[src/rtl/wos_rank_select.sv]
// Output stage of the weighted-order-statistics kernel: picks the masked window sample whose rank equals 'order'.
// Optional build macro WOS_SELECT_ORDER_CLAMP_EN clamps the order into [1, popcount(mask)].
module wos_rank_select #(
  parameter int N = 7,
  parameter int W = 8,
  localparam int RB = $clog2(N + 1)
) (
  input  logic            clk,
  input  logic            rst,
  input  logic            in_valid,
  input  logic [W-1:0]    sample_in,
  input  logic [N*RB-1:0] ranks_in,
  input  logic [N-1:0]    mask,
  input  logic [RB-1:0]   order,
  output logic            out_valid,
  output logic [W-1:0]    data_out,
  output logic            out_err,
  output logic            filled
);

  logic [W-1:0]  win_q [N];
  logic [RB-1:0] count_q, count_d;
  logic          v1_q;
  logic          out_valid_q;
  logic [W-1:0]  data_q;
  logic          out_err_q;

  logic [RB-1:0] eff_order;
  logic [N-1:0]  hit;
  logic          hit_any;
  logic          err;
  logic [W-1:0]  sel;
  logic          filled_w;

  assign filled_w = (count_q == RB'(N));

`ifdef WOS_SELECT_ORDER_CLAMP_EN
  logic [RB-1:0] pop;

  always_comb begin
    pop = '0;
    for (int j = 0; j < N; j++) begin
      pop = pop + RB'(mask[j]);
    end
  end

  always_comb begin
    eff_order = order;
    if (eff_order == '0) eff_order = RB'(1);
    if (eff_order > pop) eff_order = pop;
  end

  // With a clamped order only an empty mask can leave nothing to select.
  assign err = ~|mask;
`else
  assign eff_order = order;
  assign err       = ~hit_any;
`endif

  for (genvar gi = 0; gi < N; gi++) begin : g_hit
    assign hit[gi] = mask[gi] & (ranks_in[gi*RB +: RB] == eff_order) & (eff_order != '0);
  end

  assign hit_any = |hit;

  // Scan from the top so the lowest matching index wins on malformed ranks.
  always_comb begin
    sel = '0;
    for (int j = N - 1; j >= 0; j--) begin
      if (hit[j]) sel = win_q[j];
    end
  end

  always_comb begin
    count_d = count_q;
    if (in_valid && !filled_w) count_d = count_q + RB'(1);
  end

  always_ff @(posedge clk) begin
    if (!rst) begin
      for (int j = 0; j < N; j++) win_q[j] <= '0;
      count_q     <= '0;
      v1_q        <= 1'b0;
      out_valid_q <= 1'b0;
      data_q      <= '0;
      out_err_q   <= 1'b0;
    end else begin
      if (in_valid) begin
        for (int j = 0; j < N - 1; j++) win_q[j] <= win_q[j+1];
        win_q[N-1] <= sample_in;
      end
      count_q     <= count_d;
      v1_q        <= in_valid;
      // Ranks seen now describe the window before this edge's shift.
      out_valid_q <= v1_q & filled_w;
      if (v1_q && filled_w) begin
        out_err_q <= err;
        if (hit_any) data_q <= sel;
      end
    end
  end

  assign out_valid = out_valid_q;
  assign data_out  = data_q;
  assign out_err   = out_err_q;
  assign filled    = filled_w;

endmodule
[config.mk]
export PLATFORM = sky130hd
export DESIGN_NAME = wos_rank_select
export DESIGN_NICKNAME = d
export VERILOG_FILES = /design/src/rtl/wos_rank_select.sv
export SDC_FILE = /design/constraint.sdc
export NUM_CORES = 1
export LEC_CHECK = 0
export ABC_CLOCK_PERIOD_IN_PS = 5900
export BUFFER_PORTS_ARGS = -buffer_cell sky130_fd_sc_hd__buf_2
export CORE_MARGIN = 5
export CORE_UTILIZATION = 40
export CTS_CLUSTER_DIAMETER = 100
export DETAILED_ROUTE_END_ITERATION = 6
export SLEW_MARGIN = 20
export SYNTH_ARGS = -nofsm -noshare
export SYNTH_HDL_FRONTEND = slang
export SYNTH_SLANG_ARGS = --single-unit
export TNS_END_PERCENT = 10
[constraint.sdc]
create_clock -name clk -period 5.9 [get_ports clk]
set_clock_uncertainty 0.15 [all_clocks]
set_input_delay 0.885 -clock clk [delete_from_list [all_inputs] [get_ports clk]]
set_output_delay 0.885 -clock clk [all_outputs]
set_load 0.05 [all_outputs]
==> results of run 1 <==
stage by stage:
step / setup WS (ns) / std cells / utilization / hold WS [ns] / cell area (um^2)
6_report: 2.75 / 478 / 0.467 / 0.314 / 4030
5_1_grt: 2.60 / 478 / 0.467 / 0.342 / 4030
4_1_cts: 2.79 / 477 / 0.464 / 0.318 / 4010
3_5_place_dp: 2.41 / 461 / 0.442 / 0.305 / 3820
3_3_place_gp: 2.49 / 461 / 0.442 / 0.315 / 3820
2_1_floorplan: 2.83 / 321 / - / 0.337 / 3510
worst max-delay path, delay by kind of cell:
family	cells	cell delay [ns]
AND/OR/NAND/NOR	3	1.32
AO/OA/AOI/OAI	4	0.77
buffers and inverters	1	0.25
cells in the final DEF (no fill, tap or decap), types with 8 or more instances in the layout:
cell	n
o31ai_1	12
nand3_1	12
dfxtp_1	14
buf_2	52
and3_1	49
and2_1	12
nor2_1	23
a31oi_1	8
xnor2_1	10
clkbuf_8	9
edfxtp_1	56
a21oi_1	13
nand2_1	23
area by class of cell:
| type | count | share of cell area |
|---|---|---|
| well taps | 108 | 0.0335 |
| flip-flops and latches | 70 | 0.487 |
| multi-input cells | 227 | 0.358 |
| clock inverters | 7 | 0.0161 |
| clock buffers | 9 | 0.0307 |
| repair buffers | 55 | 0.0733 |
| inverters | 2 | 0.00186 |
sequential cells by signal, summed over array words and instances (netlist names):
register,cells
out_err,1
win_q,56
data_out,8
count_q,3
out_valid,1
v1_q,1
power breakdown:
| group | switching (uW) | internal (uW) | leakage [uW] |
|---|---|---|---|
| Sequential | 15.5 | 563 | 0.000730 |
| Combinational | 56.5 | 39.7 | 0.000887 |
| Clock | 181 | 191 | 0.0000863 |
| Total | 253 | 794 | 0.00170 |
metal layers:
| layer | up-vias | track usage | part of all wire |
|---|---|---|---|
| met5 | - | 0 | 0 |
| met4 | 0 | 0.0472 | 0.0079 |
| met3 | 5 | 0.0410 | 0.054 |
| met2 | 64 | 0.224 | 0.48 |
| met1 | 1207 | 0.190 | 0.46 |
| li1 | 1292 | - | - |
cells in the mapped netlist:
cell type	n	area (um^2)
o21ai_0	2	10.0
and4_1	1	8.76
nand3_1	12	60.1
a21oi_1	13	65.1
ha_1	2	25.0
nor3b_2	2	25.0
or2_2	1	6.26
nor2b_1	3	18.8
a31oi_1	8	50.1
a221oi_1	1	8.76
o211ai_2	1	12.5
and2_1	12	75.1
nand2_1	23	86.3
nor3b_1	1	7.51
nor3_1	2	10.0
a2111oi_0	3	26.3
o221ai_1	6	52.6
a211o_1	1	8.76
dfxtp_1	14	280
nand2b_1	8	50.1
mux2i_1	2	20.0
edfxtp_1	56	1680
nand4_1	2	12.5
o21bai_1	1	7.51
and3_1	49	307
nor2_1	23	86.3
or4_4	1	11.3
a41oi_1	1	8.76
xnor2_1	10	87.6
o21ai_1	2	10.0
xor2_1	7	61.3
o31ai_1	12	90.1
or2_1	2	12.5
o22ai_1	1	6.26
a41o_2	1	11.3
buf_2	1	5.00
a22oi_1	7	52.6
inv_1	2	7.51
o22a_1	1	8.76
nand3b_1	1	7.51
nor4bb_1	1	10.0
buf_4	1	7.51
o311a_4	1	21.3
buf_6	2	22.5
clkbuf_1	18	67.6
worst paths after layout:
kind | end | slack, ns
worst max-delay path | data_out[6]$_SDFFE_PN0P_ | 2.75
worst min-delay path | data_out[7]$_SDFFE_PN0P_ | 0.31
worst max register to register | data_out[6]$_SDFFE_PN0P_ | 3.95
worst min register to register | data_out[7]$_SDFFE_PN0P_ | 0.31
kinds of logic after synthesis:
group           after synthesis  synth area share
compound gates               62             0.128
fa+ha+maj                     2           0.00713
buf+inv                      24            0.0314
mux                           2           0.00570
xor+xnor                     17            0.0424
simple gates                144             0.226
flops                        70             0.559
==> flow_metrics.tcl, run 1 <==
set metrics [dict create \
    status "finished, final reports clean" \
    finalSetupTns_ns 0 \
    hold_viol_final 0 \
    boundaryPins 53 \
    cts_buffer_depth 2 \
    cp.arrival_ns 3.21 \
    antenna_found_initial 0 \
    drtIter0Drc 187 \
    clk_pin_slew_worst_paths_ns 0.08 \
    crit_path_start_kind "input port" \
    drc 0 \
    area_growth_pct 14.8 \
    clockRootBuffer "clkbuf_8" \
    layout-drive-gt1-share 0.208 \
    ant_nets 0 \
    crit_path_end_kind "flop" \
    period_share 0.533 \
    p_total_uw 1050 \
    rsz0062_at_grt "no" \
    worstPathRequired_ns 5.97 \
    globalplace.congestion 0.733 \
    n_antenna_cell 0 \
    nets 409 \
    cts_max_level 3 \
    cp_common_cell "a21oi_1" \
    cts-buffers-inserted 9 \
    syn_nets 365 \
    hpwl_um 5090 \
    worstPathCellList "buf_2, or2_1, a21oi_1, nor3_1, or4_4, o21ai_1, a2111oi_0, a21oi_1" \
    grt_pass1_wl_um 12600 \
    ys_ff_latch 70 \
    detail_route.first_pass.iterations 4 \
    critical-path-slowest-cell "nor3_1" \
    clkSinkCount 70 \
    dieArea_um2 10800 \
    cts_resized 0 \
    core_um2 8640 \
    cts_tree "done" \
    syn_inst 321 \
    synth_warnings 0 \
    setup_viol 0 \
    hold_buffers 0 \
    grt_pass1_vias 2546 \
    avgSynthCellArea_um2 10.9 \
    tightest_slew_ns 1.07 \
    syn_area_um2 3510 \
    maxCapViolations 0 \
    slowest_delay_ns 0.82 \
    power.density_nw_per_um2 260 \
    seqCellArea_um2 1960 \
    wirelength_um 7680 \
    period_needed_ns 3.15 \
    portBuffers 52 \
    die_w_um 104 \
    hold_depth 2 \
    num_vias 2568 \
    multiInputGateArea_um2 1440 \
    overflow 0 \
    startpoint "order[1]" \
    irDropWorstVdd_mv 0.161 \
    worstHoldPathType "reg -> reg" \
    die-height_um 104 \
    r2r_start "count_q[0]$_SDFFE_PN0P_" \
    power_leakage_uw 0.00170 \
    crit_path_max_fanout 12 \
    max_freq_mhz 318 \
    synth.lib_cells_used.distinct 45 \
    crit_type "in -> reg" \
    insertion_delay_ns 0.34 \
    track_usage 0.143 \
    reg2regPathDepth 7 \
    max-slew-margin-rel 0.282 \
    initial_utilization 0.407 \
    grt_max_degree 74 \
    wl_per_cell_um 16.1 \
    nFillCells 804 \
    drv_slew 0 \
    rows 34 \
    post-cts-setup-buffers 0 \
    synth-seq-area-share 0.559 \
    hp-start "data_out[7]$_SDFFE_PN0P_" \
    viasPerCell 5.37 \
]
(Power assumes the default switching activity.)
==> run 2, diff against run 1 <==
--- a/config.mk
+++ b/config.mk
@@ -5,7 +5,8 @@
 export SDC_FILE = /design/constraint.sdc
 export NUM_CORES = 1
 export LEC_CHECK = 0
-export ABC_CLOCK_PERIOD_IN_PS = 5900
+export ABC_AREA = 1
+export ABC_CLOCK_PERIOD_IN_PS = 3150
 export BUFFER_PORTS_ARGS = -buffer_cell sky130_fd_sc_hd__buf_2
 export CORE_MARGIN = 5
 export CORE_UTILIZATION = 40
==> constraint.sdc (replaced) <==
create_clock -name clk -period 3.15 [get_ports clk]
set_clock_uncertainty 0.15 [all_clocks]
set_input_delay 0.4725 -clock clk [delete_from_list [all_inputs] [get_ports clk]]
set_output_delay 0.4725 -clock clk [all_outputs]
set_load 0.05 [all_outputs]
==> run 2 against run 1 <==
Effect of this change:
- sequential power up 85%
- clock power increased by 79%
- flip-flop and latch count stayed put
- critical path depth increased by 5
- largest cell class unchanged
- non-clock buffer count shrank 1
- highest routed layer unchanged
- wire length decreased by 3.4%
- global-route usage down 0.70 points
- via count increased by 16%
- largest power group unchanged
- critical endpoint is now data_out[1]$_SDFFE_PN0P_
- die area up 11%
==> flow_metrics.tcl, run 2 <==
set metrics [dict create \
    path_depth 13 \
    cts_resized 0 \
    synth_top_family_by_area "simple AND/OR/NAND/NOR gates" \
    grt_max_degree 57 \
    track_usage 0.136 \
    finalSetupTns_ns 0 \
    tightest_slew_ns 0.711 \
    placedInstanceArea_um2 4310 \
    status "finished, final reports clean" \
    wirelength_um 7420 \
    synth-compound-area-share 0.0646 \
    power.density_nw_per_um2 448 \
    overflow 0 \
    crit_type "in -> reg" \
    period_needed_ns 1.97 \
    num_vias 2990 \
    hp-start "sample_in[7]" \
    cts-buffers-inserted 9 \
    synth_mux_area_frac 0 \
    drc 0 \
    reg2regPathDepth 8 \
    crit_path_max_fanout 17 \
    rows 36 \
    cp_common_cell "nand2_1" \
    yosys.area.top_type "edfxtp_1" \
    synthArstFlopShare 0 \
    timing.reg2reg.setup_slack_ns 1.59 \
    hold_buffers 0 \
    boundaryPins 53 \
    rr_endpoint "data_out[1]$_SDFFE_PN0P_" \
    cp_top_family "simple AND/OR/NAND/NOR gates" \
    yosys-top-cells-count "114 x inv_1, 93 x nand2_1, 65 x nor2_1" \
    post-cts-setup-buffers 0 \
    largest-register "win_q" \
    grt_pass1_wl_um 12600 \
    cts_max_level 3 \
    largest_reg_flops 56 \
    slowest_delay_ns 0.28 \
    die-height_um 109 \
    period_share 0.626 \
    crit_path_end_kind "flop" \
    final_common_cell "inv_1" \
    startpoint "order[1]" \
    synth-seq-area-share 0.499 \
    ys_ff_latch 70 \
    layout-drive-gt1-share 0.210 \
    crit_path_start_kind "input port" \
    worstHoldPathType "in -> reg" \
    p_total_uw 2010 \
    area_growth_pct 14.1 \
    hpwl_um 5280 \
    drtIter0Drc 122 \
    ant_nets 0 \
    n_antenna_cell 0 \
    insertion_delay_ns 0.34 \
    final_area_um2 4490 \
    maxCapViolations 0 \
    endpoint "data_out[1]$_SDFFE_PN0P_" \
    synthAdderAreaFrac 0.00636 \
    initial_utilization 0.406 \
    rsz0062_at_grt "no" \
    globalplace.congestion 0.784 \
    whs_ns 0.231 \
    cp.arrival_ns 2.06 \
    synth_warnings 0 \
    grt_pass1_vias 2844 \
    portBuffers 52 \
    synth.lib_cells_used.distinct 33 \
    worstPathCellList "buf_2, inv_1, nand3_4, inv_4, nor2_2, nand3b_2, nand2_1, nor2_2, nand2_2, nand2_4, nand2_1, nand2_1, a21oi_2" \
    layout_common_cells "114 x inv_1, 92 x nand2_1, 65 x nor2_1, 56 x edfxtp_1, 52 x buf_2" \
    wl_per_cell_um 11.0 \
    detail_route.first_pass.iterations 5 \
    nets 583 \
    synth.top_cell.area_share 0.428 \
    avgSynthCellArea_um2 8.07 \
    irDropWorstVdd_mv 0.252 \
    synthTopCellsByArea "edfxtp_1 43%, inv_1 11%, nand2_1 8.9%" \
    drv_slew 0 \
    cp.buffers_inverters 3 \
    power_leakage_uw 0.00223 \
    viasPerCell 4.42 \
    r2r_start "count_q[0]$_SDFFE_PN0P_" \
    die_w_um 109 \
    max_freq_mhz 508 \
    synth_xor_area_frac 0.0134 \
    clockRootBuffer "clkbuf_8" \
    cts_buffer_depth 2 \
    cts_tree "done" \
    clkSinkCount 70 \
    synthFlopType "edfxtp_1" \
    hold_viol_final 0 \
    max-slew-margin-rel 0.526 \
    setup_viol 0 \
    worstPathRequired_ns 3.24 \
    synth_most_common_cell "inv_1" \
    syn_nets 531 \
    syn_inst 487 \
    synthSimpleGateAreaFrac 0.284 \
    synth_edf_count 56 \
    antenna_found_initial 0 \
    core_um2 9680 \
    clk_pin_slew_worst_paths_ns 0.07 \
    syn_area_um2 3930 \
    dieArea_um2 11900 \
    critical-path-slowest-cell "nand3b_2" \
    nFillCells 965 \
]
-- run 2: cell families (layout without fill, tap and decap cells) --
| group | Yosys count | count (layout) |
|---|---|---|
| AND/OR/NAND/NOR | 234 | 234 |
| AO/OA/AOI/OAI | 44 | 44 |
| flip-flops | 70 | 70 |
| adder cells (fa/ha/maj) | 2 | 2 |
| XOR/XNOR | 6 | 6 |
| buffers and inverters | 131 | 188 |
-- run 2: how the worst min path moves through the flow --
stage                     slack (ns)  depth (start not counted)                   endpoint
after detailed placement        0.30                          2       out_valid$_SDFF_PN0_
after global placement          0.29                          2       out_valid$_SDFF_PN0_
after floorplan                 0.28                          2       out_valid$_SDFF_PN0_
final                           0.23                          3  win_q[6][7]$_SDFFCE_PN0P_
after global routing            0.23                          3  win_q[6][5]$_SDFFCE_PN0P_
after CTS                       0.21                          3  win_q[6][5]$_SDFFCE_PN0P_
-- run 2: through the flow --
step           setup slack (ns)  utilization  std cells
6_report                   1.18        0.463        677
5_1_grt                   0.952        0.463        677
4_1_cts                    1.18        0.463        677
3_5_place_dp              0.809        0.445        661
3_3_place_gp              0.844        0.445        661
2_1_floorplan             0.649            -        487
-- run 2: layout make-up --
cell class                 count  area (um^2)  area share
inverter                     118          449       0.100
tap                          133          166      0.0371
sequential                    70         1960       0.437
multi-input combinational    286         1450       0.324
clock inverter                 1         5.00     0.00112
clock buffer                  15          176      0.0393
timing repair buffer          54          275      0.0613
-- run 2: metal layers --
| layer | routed length [um] | track usage | vias up |
|---|---|---|---|
| met5 | 0 | 0 | - |
| met4 | 55 | 0.0451 | 0 |
| met3 | 273 | 0.0385 | 7 |
| met2 | 3820 | 0.234 | 43 |
| met1 | 3270 | 0.163 | 1350 |
| li1 | - | - | 1590 |
-- run 2: power breakdown --
part / switching [uW] / internal, uW
registers: 21.1 / 1050
logic: 176 / 89.7
clock network: 316 / 351
-- run 2: worst register-to-register path, cell delays in order, from the launching register on --
cell	delay (ns)
dfxtp_1	0.32
ha_1	0.19
ha_1	0.22
nand2_1	0.09
inv_1	0.09
nand2_4	0.21
nand2_1	0.09
nand2_1	0.08
a21oi_2	0.03
==> run 3, diff against run 2 <==
--- a/config.mk
+++ b/config.mk
@@ -6,7 +6,7 @@
 export NUM_CORES = 1
 export LEC_CHECK = 0
 export ABC_AREA = 1
-export ABC_CLOCK_PERIOD_IN_PS = 3150
+export ABC_CLOCK_PERIOD_IN_PS = 1900
 export BUFFER_PORTS_ARGS = -buffer_cell sky130_fd_sc_hd__buf_2
 export CORE_MARGIN = 5
 export CORE_UTILIZATION = 40
==> constraint.sdc (replaced) <==
create_clock -name clk -period 1.9 [get_ports clk]
set_clock_uncertainty 0.15 [all_clocks]
set_input_delay 0.285 -clock clk [delete_from_list [all_inputs] [get_ports clk]]
set_output_delay 0.285 -clock clk [all_outputs]
set_load 0.05 [all_outputs]
==> run 3 against run 2 <==
Effect of this change:
- die area unchanged
- critical path depth down 10
- count of clock-buffer cells in the layout down 4
- register-to-register slack worse by 1.3 ns
- sequential share of layout area down 1.7 points
- cell area up 4.0%
- hold slack worse by 0.19 ns
- clock power up 72%
- wire length up 2.6%
- non-clock buffer count up 19
==> flow_metrics.tcl, run 3 (same netlist as run 2, synthesis figures left out) <==
set metrics [dict create \
    antenna_found_initial 0 \
    layout-drive-gt1-share 0.242 \
    clk_pin_slew_worst_paths_ns 0.08 \
    period_share 0.936 \
    overflow 0 \
    wirelength_um 7620 \
    cts_resized 0 \
    max_freq_mhz 562 \
    nets 602 \
    layout_setup_ws_ns 0.121 \
    viasPerCell 4.31 \
    grt_pass1_vias 2864 \
    wl_per_cell_um 10.9 \
    clkSinkCount 70 \
    grt_max_degree 57 \
    status "finished, final reports clean" \
    cts_max_level 3 \
    cts-buffers-inserted 9 \
    rows 36 \
    final_common_cell "inv_1" \
    rsz0062_at_grt "no" \
    crit_type "reg -> out" \
    hold_viol_final 0 \
    hold_buffers 0 \
    initial_utilization 0.406 \
    insertion_delay_ns 0.35 \
    track_usage 0.138 \
    drv_slew 0 \
    die_w_um 109 \
    cts_tree "done" \
    cts_buffer_depth 2 \
    final_cells 696 \
    drc 0 \
    n_antenna_cell 0 \
    area_growth_pct 18.6 \
    hpwl_um 5640 \
    final_area_um2 4670 \
    drtIter0Drc 138 \
    placedInstanceArea_um2 4470 \
    setup_viol 0 \
    period_needed_ns 1.78 \
    dieArea_um2 11900 \
    tightest_slew_ns 0.310 \
    ant_nets 0 \
    crit_path_start_kind "flop" \
    dpl.cell_count 680 \
    cp.arrival_ns 1.34 \
    detail_route.first_pass.iterations 5 \
    globalplace.congestion 0.759 \
    portBuffers 52 \
    crit_path_end_kind "output port" \
    largest-register "win_q" \
    worstPathRequired_ns 1.46 \
    clockRootBuffer "clkbuf_8" \
    worstHoldPathType "in -> reg" \
    grt_pass1_wl_um 12800 \
    num_vias 3001 \
    crit_path_max_fanout 3 \
    power.density_nw_per_um2 733 \
    largest_reg_flops 56 \
    boundaryPins 53 \
    power_leakage_uw 0.00235 \
    layout_common_cells "114 x inv_1, 92 x nand2_1, 65 x nor2_1, 56 x edfxtp_1, 52 x buf_2" \
    post-place-ws_ns -0.0311 \
    die-height_um 109 \
    post-cts-setup-buffers 0 \
    max-slew-margin-rel 0.793 \
    fin_util 0.482 \
    irDropWorstVdd_mv 0.425 \
    core_um2 9680 \
    maxCapViolations 0 \
]
-- run 3: cell types whose count changed in the layout (fill, tap and decap cells not counted) --
cell       before  now
buf_4           2   19
clkbuf_1        3    0
buf_12          0    2
clkbuf_8       12   10
clkinv_2        2    4
clkbuf_16       0    1
clkinv_4        0    1
inv_4           2    3
-- run 3: final cells by class --
| cell class | instances | area (um^2) |
|---|---|---|
| clock buffer | 11 | 163 |
| clock inverter | 5 | 30.0 |
| sequential | 70 | 1960 |
| fill | 980 | 5020 |
| timing repair buffer | 73 | 443 |
| inverter | 118 | 449 |
| multi-input combinational | 286 | 1450 |
| tap | 133 | 166 |
-- run 3: layer usage --
layer | vias to the layer above | global-route usage | wire length, um
met1 | 1329 | 0.169 | 3430
met4 | 0 | 0.0433 | 97
met5 | - | 0 | 0
met3 | 11 | 0.0361 | 251
li1 | 1626 | - | -
met2 | 35 | 0.238 | 3840
-- run 3: worst max-delay path, cell delays in order (launching register included) --
cell     delay (ns)
dfxtp_1        0.35
ha_1           0.16
ha_1           0.20
buf_2          0.28
-- run 3: power breakdown --
group          switching (uW)  internal (uW)  total (uW)
Sequential               34.2           1750        1780
Clock                     567            585        1150
Combinational             301            187         488
-- run 3: final timing paths --
check	start	to	slack (ns)	cells past startpoint
max	count_q[0]$_SDFFE_PN0P_	filled	0.12	3
min	sample_in[3]	win_q[6][3]$_SDFFCE_PN0P_	0.04	3
max reg2reg	count_q[0]$_SDFFE_PN0P_	data_out[1]$_SDFFE_PN0P_	0.30	8
min reg2reg	v1_q$_SDFF_PN0_	out_valid$_SDFF_PN0_	0.29	2
-- run 3: through the flow --
stage	total power (uW)	hold slack [ns]	TNS, ns
2_1_floorplan	2130	0.273	0
3_3_place_gp	2300	0.290	0
3_5_place_dp	2310	0.288	-0.139
4_1_cts	3460	0.0243	0
5_1_grt	3600	0.0299	0
6_report	3420	0.0412	0
